## src/rtl/mac_unit_pkg.sv

```systemverilog
// mac_unit_pkg
//   Shared constants and operand types for the MAC processing element and
//   the systolic array built from it.
//   - W_BITWIDTH_DEF / IFMAP_BITWIDTH_DEF / OFMAP_BITWIDTH_DEF : default widths
//   - weight_t, ifmap_t, psum_t : signed operand / partial-sum types
package mac_unit_pkg;

  localparam int W_BITWIDTH_DEF     = 8;
  localparam int IFMAP_BITWIDTH_DEF = 16;
  localparam int OFMAP_BITWIDTH_DEF = 32;

  typedef logic signed [W_BITWIDTH_DEF-1:0]     weight_t;
  typedef logic signed [IFMAP_BITWIDTH_DEF-1:0] ifmap_t;
  typedef logic signed [OFMAP_BITWIDTH_DEF-1:0] psum_t;

endpackage

```

## src/rtl/mac_unit_mul_add.sv

```systemverilog
// mac_mul_add
//   Combinational signed multiply-accumulate step: full-precision product of
//   weight and feature map, sign-extended to the partial-sum width, then added
//   to the incoming partial sum with modulo-2^OFMAP_BITWIDTH wrap.
//   Ports:
//     w      in  W_BITWIDTH signed      weight operand
//     ifmap  in  IFMAP_BITWIDTH signed  feature-map operand
//     psum   in  OFMAP_BITWIDTH signed  incoming partial sum
//     sum    out OFMAP_BITWIDTH signed  w*ifmap + psum (wrapping)
module mac_mul_add
  import mac_unit_pkg::*;
#(
  parameter int W_BITWIDTH     = W_BITWIDTH_DEF,
  parameter int IFMAP_BITWIDTH = IFMAP_BITWIDTH_DEF,
  parameter int OFMAP_BITWIDTH = OFMAP_BITWIDTH_DEF
) (
  input  logic signed [W_BITWIDTH-1:0]     w,
  input  logic signed [IFMAP_BITWIDTH-1:0] ifmap,
  input  logic signed [OFMAP_BITWIDTH-1:0] psum,
  output logic signed [OFMAP_BITWIDTH-1:0] sum
);

  localparam int P_BITWIDTH = W_BITWIDTH + IFMAP_BITWIDTH;

  logic signed [P_BITWIDTH-1:0]     prod;
  logic signed [OFMAP_BITWIDTH-1:0] prod_ext;

  // Both operands are signed, so the product is computed signed at the full
  // P_BITWIDTH width; -128 * -32768 = +4194304 fits without loss.
  assign prod     = P_BITWIDTH'(w) * P_BITWIDTH'(ifmap);
  // Sign-extending cast of a signed value up to the partial-sum width.
  assign prod_ext = OFMAP_BITWIDTH'(prod);
  // Plain add: overflow simply wraps, no saturation.
  assign sum      = prod_ext + psum;

endmodule

```

## src/rtl/mac_unit.sv

```systemverilog
// mac_unit
//   One systolic-array processing element. Weight and feature map are
//   registered and forwarded to the neighbouring PE; the accumulate result is
//   computed from the registered operands plus the incoming partial sum, so
//   the partial sum lags the operands by one cycle. No enable and no
//   handshake: every register updates on every rising clock edge.
//   Ports:
//     clk             in   clock, rising edge
//     rst             in   synchronous active-high reset (clears all outputs)
//     w_data_in       in   W_BITWIDTH signed weight
//     ifmap_data_in   in   IFMAP_BITWIDTH signed feature map
//     MAC_data_in     in   OFMAP_BITWIDTH signed incoming partial sum
//     w_data_out      out  registered weight
//     ifmap_data_out  out  registered feature map
//     MAC_data_out    out  registered w_data_out*ifmap_data_out + MAC_data_in
module mac_unit
  import mac_unit_pkg::*;
#(
  parameter int W_BITWIDTH     = W_BITWIDTH_DEF,
  parameter int IFMAP_BITWIDTH = IFMAP_BITWIDTH_DEF,
  parameter int OFMAP_BITWIDTH = OFMAP_BITWIDTH_DEF
) (
  input  logic                             clk,
  input  logic                             rst,
  input  logic signed [W_BITWIDTH-1:0]     w_data_in,
  input  logic signed [IFMAP_BITWIDTH-1:0] ifmap_data_in,
  input  logic signed [OFMAP_BITWIDTH-1:0] MAC_data_in,
  output logic signed [W_BITWIDTH-1:0]     w_data_out,
  output logic signed [IFMAP_BITWIDTH-1:0] ifmap_data_out,
  output logic signed [OFMAP_BITWIDTH-1:0] MAC_data_out
);

  logic signed [OFMAP_BITWIDTH-1:0] mac_next;

  // Multiplies the operands already held in the output registers, which is
  // what produces the one-cycle skew between operands and partial sum.
  mac_mul_add #(
    .W_BITWIDTH     (W_BITWIDTH),
    .IFMAP_BITWIDTH (IFMAP_BITWIDTH),
    .OFMAP_BITWIDTH (OFMAP_BITWIDTH)
  ) u_mul_add (
    .w     (w_data_out),
    .ifmap (ifmap_data_out),
    .psum  (MAC_data_in),
    .sum   (mac_next)
  );

  always_ff @(posedge clk) begin
    if (rst) begin
      w_data_out     <= '0;
      ifmap_data_out <= '0;
      MAC_data_out   <= '0;
    end else begin
      w_data_out     <= w_data_in;
      ifmap_data_out <= ifmap_data_in;
      MAC_data_out   <= mac_next;
    end
  end

endmodule

```

## config.mk

```make
export PLATFORM = sky130hd
export DESIGN_NAME = mac_unit
export DESIGN_NICKNAME = d
export VERILOG_FILES = /design/src/rtl/mac_unit_pkg.sv /design/src/rtl/mac_unit_mul_add.sv /design/src/rtl/mac_unit.sv
export SDC_FILE = /design/constraint.sdc
export NUM_CORES = 1
export LEC_CHECK = 0
export ABC_AREA = 0
export BUFFER_PORTS_ARGS = -buffer_cell sky130_fd_sc_hd__buf_2
export CORE_MARGIN = 5
export CORE_UTILIZATION = 25
export DETAILED_ROUTE_END_ITERATION = 6
export HOLD_SLACK_MARGIN = 0.08
export PLACE_DENSITY_LB_ADDON = 0.25
export SYNTH_ARGS = -nofsm -noshare
export SYNTH_HDL_FRONTEND = slang
export SYNTH_SLANG_ARGS = --single-unit
```

## constraint.sdc

```tcl
create_clock -name clk -period 6.95 [get_ports clk]
set_clock_uncertainty 0.2 [all_clocks]
set_input_delay 0.695 -clock clk [delete_from_list [all_inputs] [get_ports clk]]
set_output_delay 0.695 -clock clk [all_outputs]
set_load 0.005 [all_outputs]
```

==> metrics.csv, run 1 <==
metric;value;unit
die height;188;µm
Most used DFF post-synth;dfxtp_1;
Slew Viols, Final;0;
Max Cap Viol;0;
routed len/inst;15.5;µm
Peak Freq;0.165;GHz
share of power burned in registers;0.211;
CTS clock-pin slew for the worst setup and hold paths;0.08;ns
Setup crit start kind;flop;
GRT Resource Usage Total;0.116;
Buffers on Ports;113;
Mapped Cells;775;
r2r startpoint;w_data_out[2];
logic gate share of total power;0.647;
Worst slew margin;0.495;
row cnt;65;
Syn-to-layout area delta;15.8;%
part of the Yosys area used for sequential elements;0.142;
Clock Power Share;0.142;
Num CTS Buffers;5;
Crit Path Max Fanout;8;
status;completed;
critical path class;reg -> reg;
mapped cell area;7880;µm²
syn nets;1063;
worst-case clock buffer depth;2;
Core Area;31300;µm²
PostCTS Resize Cnt;0;
number of I/O pins;114;
Post-synth ARST share;0;
number of diodes;0;
DR iter-0 viols;115;
hold path endpoint;ifmap_data_out[8];
RSZ-0062 raised after global routing;no;
Crit Reg-Reg Endpoint;MAC_data_out[29];
Hold Crit Start;ifmap_data_in[8];
Final Hold Slack;0.389;ns
FILL cells;3280;
Skew-Pair Late Insertion Delay;0.31;ns
detailed-route vias per instance;4.34;
vias;5607;
Final Setup Violations;0;
reg2reg setup slack;0.89;ns
first-pass GRT wire length;32600;µm
htree depth;2;
Synth Warn #;0;
Pre-antenna DRT Iters;4;
Int Pwr;0.00116;W
Synth area leader;fa_1;
Critical Path RT;6.91;ns
setup bufs post-CTS;0;
Initial Util;0.252;
FF+latch count, synth;56;
PD cells;229;nW/µm²
Die ar.;35200;µm²
Yosys top cell area share;0.406;
DP Wirelength;16900;µm
CTS sink cnt;56;
Peak supply drop;0.117;mV
crit path DAT;6.02;ns
most frequent cell after synthesis;fa_1;
Avg Synthesized Cell Area;10.2;µm²
routability congestion estimate;0.816;
Slew @ Worst Pin;0.757;ns
Switching Fraction;0.447;
GRT overflow;0;
vias in the first global route;6192;
period utilisation layout;0.872;
switching pwr;0.000935;W
r2r worst-path depth;16;
WL final;20000;µm
distinct cell type count of the synthesized netlist;52;
largest net degree at the start of global routing;59;
top cells by area, synth;fa_1 (41%), dfxtp_1 (14%), ha_1 (11%);
most instantiated cells after synthesis;fa_1 (160), inv_1 (125), and2_1 (76), ha_1 (70), dfxtp_1 (56);
Tmin final;6.06;ns
cell leakage power;4.63;nW
die width;188;µm
initial antenna violation count;0;
share of layout cells above drive strength 1;0.165;
Final nets;1177;
crit path capture type;flop;
Post-DRT Antenna Nets;0;
setup TNS;0;ns
# DRC;0;
CTS root buf;clkbuf_16;
EDFF count, synth;0;
final hold violations;0;
TritonCTS clock tree;done;
Hold Crit Depth;2;
hold crit path type;in -> reg;
CTS hold repair buffers;0;
-- through the flow --
step                      instance area, µm²  utilization  setup WS, ns  power, W  instances
after floorplan                         7880            -          1.36   0.00143        775
after global placement                  8970        0.286         0.779   0.00184       1284
after detailed placement                8970        0.286         0.866   0.00184       1284
after CTS                               9130        0.292         0.821   0.00216       1292
after global routing                    9130        0.292         0.570   0.00231       1292
final                                   9130        0.292         0.888   0.00209       1292
-- placed cells by master, fill, tap and decap left out, types with 2 or more instances in the layout --
| cell type | n |
|---|---|
| nand4_1 | 2 |
| ha_1 | 70 |
| and2_1 | 76 |
| or2_2 | 3 |
| xnor2_1 | 18 |
| a211oi_1 | 8 |
| a21o_1 | 11 |
| or3_1 | 2 |
| fa_1 | 160 |
| buf_2 | 113 |
| nand3_1 | 6 |
| mux2_2 | 2 |
| xor2_1 | 8 |
| nor2_1 | 31 |
| o21a_1 | 4 |
| clkbuf_16 | 5 |
| nor2b_1 | 47 |
| buf_4 | 10 |
| o22ai_1 | 3 |
| a21oi_1 | 22 |
| nand2b_1 | 3 |
| inv_1 | 125 |
| nor3_1 | 10 |
| dfxtp_1 | 56 |
| nand2_1 | 49 |
| o21ai_0 | 15 |
| a21boi_0 | 2 |
| o31a_1 | 2 |
-- state kept, by name (all words and copies together) (netlist names) --
register / cells
MAC_data_out: 32
w_data_out: 8
ifmap_data_out: 16
-- critical path: stages, from the launching register on --
cell and delay, ns:
dfxtp_1 0.59, nand2_1 0.25, fa_1 0.66, fa_1 0.77, inv_1 0.23, fa_1 0.54, fa_1 0.41, ha_1 0.29
ha_1 0.37, and3_1 0.22, and2_1 0.24, a221o_1 0.39, a21oi_1 0.16, o311ai_0 0.18, a21oi_1 0.21, xor2_1 0.16
nor2_1 0.05
-- area by class of cell --
cell class	count	area, µm²	share of cell area
tap	402	503	0.0551
inverter	125	469	0.0514
multi-input combinational	578	6230	0.683
clock buffer	6	129	0.0141
sequential	56	1120	0.123
timing repair buffer	123	641	0.0702
clock inverter	2	35.0	0.00384
-- how the worst max path moves through the flow --
stage          depth (start not counted)                from          endpoint
6_report                              16       w_data_out[2]  MAC_data_out[29]
5_1_grt                               16       w_data_out[2]  MAC_data_out[29]
4_1_cts                               16       w_data_out[2]  MAC_data_out[29]
3_5_place_dp                          16       w_data_out[2]  MAC_data_out[29]
3_3_place_gp                          16       w_data_out[2]  MAC_data_out[29]
2_1_floorplan                         17  ifmap_data_out[15]  MAC_data_out[29]
-- cell families (layout without fill, tap and decap cells) --
family | Yosys count | in the layout | share of synthesized area
and+or+nand+nor | 238 | 238 | 0.163
buffers and inverters | 141 | 256 | 0.0673
xor gates and xnor gates | 26 | 26 | 0.0289
AOI/OAI and AO/OA | 81 | 81 | 0.0767
muxes | 3 | 3 | 0.00428
DFF | 56 | 56 | 0.142
adders and majority gates | 230 | 230 | 0.517
-- power by group through the flow --
stage                     Clock (W)  Sequential [W]  Combinational [W]
after global placement            0        0.000457            0.00139
after detailed placement          0        0.000455            0.00138
after global routing       0.000321        0.000453            0.00154
after floorplan                   0        0.000441           0.000985
after CTS                  0.000313        0.000448            0.00140
final                      0.000297        0.000442            0.00135
-- metal layers --
metal	vias up	share of wire	track usage
li1	2636	-	-
met3	10	0.035	0.0173
met5	-	0	0
met2	98	0.53	0.212
met1	2863	0.43	0.148
met4	0	0.0074	0.0161
(Power assumes the default switching activity.)
==> inputs of run 2 (changes only) <==
CORE_UTILIZATION = 41   (was 25)
==> metrics.csv, run 2 (same netlist as run 1, synthesis figures left out) <==
metric;value;unit
status;completed;
Regs by FF count;MAC_data_out (32), ifmap_data_out (16), w_data_out (8);
Clock Power Share;0.132;
Post-DRT Antenna Nets;0;
Skew-Pair Late Insertion Delay;0.31;ns
setup TNS;0;ns
htree depth;2;
Syn-to-layout area delta;13.2;%
Final nets;1176;
Critical Path RT;6.92;ns
area of the multi-input gates;6230;µm²
Slew Viols, Final;0;
row cnt;50;
die width;149;µm
Int Pwr;0.00112;W
first-pass GRT wire length;30700;µm
setup bufs post-CTS;0;
Buffers on Ports;113;
period utilisation layout;0.859;
die height;149;µm
RSZ-0062 raised after global routing;no;
TritonCTS clock tree;done;
routed len/inst;16.0;µm
Crit Path Max Fanout;17;
Initial Util;0.419;
initial antenna violation count;0;
commonest non-fill, non-tap cells in the layout;fa_1 (160), inv_1 (125), buf_2 (113);
Die ar.;22100;µm²
Setup crit start kind;flop;
crit path capture type;flop;
PD cells;229;nW/µm²
CTS root buf;clkbuf_16;
Switching Fraction;0.452;
number of I/O pins;114;
CP peak stage delay;0.74;ns
pre-CTS setup slack;0.950;ns
Crit path max-delay family;adder cells;
CTS clock-pin slew for the worst setup and hold paths;0.08;ns
routability congestion estimate;0.840;
PostCTS Resize Cnt;0;
CP most frequent cell;fa_1;
largest reg by FF count;MAC_data_out;
Peak Freq;0.168;GHz
cell leakage power;4.61;nW
critical path class;reg -> reg;
Pre-antenna DRT Iters;4;
logic gate share of total power;0.655;
Final Setup Violations;0;
CTS hold repair buffers;0;
number of diodes;0;
worst-case clock buffer depth;2;
Tmin final;5.97;ns
WL final;18400;µm
Peak supply drop;0.201;mV
GRT overflow;0;
CTS sink cnt;56;
FILL cells;1851;
detailed-route vias per instance;4.81;
Max Cap Viol;0;
Core Area;18800;µm²
GRT Resource Usage Total;0.174;
Max stage delay cell, worst path;fa_1;
switching pwr;0.000926;W
setup slack after layout;0.983;ns
DP Wirelength;15400;µm
Final Util;0.474;
final hold violations;0;
Slew @ Worst Pin;0.746;ns
crit path DAT;5.94;ns
DR iter-0 viols;130;
Reg area;1120;µm²
vias;5521;
commonest non-fill, non-tap cell in the layout;fa_1;
number of flip-flops in the largest register;32;
Worst slew margin;0.502;
hold crit path type;in -> reg;
Num CTS Buffers;5;
# DRC;0;
worst path cell trace;nand2_1 > fa_1 > fa_1 > inv_1 > fa_1 > fa_1 > ha_1 > ha_1 > and3_1 > and2_1 > a221o_1 > a21oi_1 > o311ai_0 > a21oi_1 > xor2_1 > nor2_1;
share of power burned in registers;0.214;
vias in the first global route;5925;
share of layout cells above drive strength 1;0.164;
CP Buf/Inv Count;1;
largest net degree at the start of global routing;59;
run 2: cell count changes in the layout (fill, tap and decap cells not counted):
cell | before | now
buf_4 | 10 | 9
bufinv_16 | 1 | 0
clkinv_2 | 1 | 0
clkinv_4 | 0 | 1
clkinvlp_4 | 0 | 1
run 2: metal layers:
layer,global-route usage,up-vias,share of wire
li1,-,2627,-
met1,0.238,2779,0.44
met2,0.301,102,0.51
met3,0.0186,13,0.030
met4,0.0393,0,0.015
met5,0,-,0
run 2: area by class of cell:
class	instances	share of cell area
multi-input combinational	578	0.698
sequential	56	0.126
tap	260	0.0364
clock inverter	2	0.00182
timing repair buffer	122	0.0709
inverter	125	0.0526
clock buffer	6	0.0144
run 2: per-stage QoR:
step,instances,instance area [µm²],power (W),hold slack (ns)
after global placement,1141,8780,0.00180,0.704
after floorplan,775,7880,0.00143,0.576
after CTS,1149,8930,0.00209,0.382
final,1149,8930,0.00205,0.389
after detailed placement,1141,8780,0.00180,0.709
after global routing,1149,8930,0.00226,0.392
run 2: worst paths after layout:
check                                       start           endpoint  slack, ns  depth (start not counted)
worst min register to register  ifmap_data_out[0]    MAC_data_out[0]       0.82                          3
worst max-delay path                w_data_out[3]   MAC_data_out[29]       0.98                         16
worst max register to register      w_data_out[3]   MAC_data_out[29]       0.98                         16
worst min-delay path             ifmap_data_in[1]  ifmap_data_out[1]       0.39                          2
run 2: power by group through the flow:
stage | clock, W | combinational, W | sequential, W
detailed placement | 0 | 0.00135 | 0.000446
global placement | 0 | 0.00135 | 0.000447
CTS | 0.000279 | 0.00137 | 0.000439
floorplan | 0 | 0.000985 | 0.000441
global route | 0.000286 | 0.00153 | 0.000446
finish | 0.000269 | 0.00134 | 0.000437
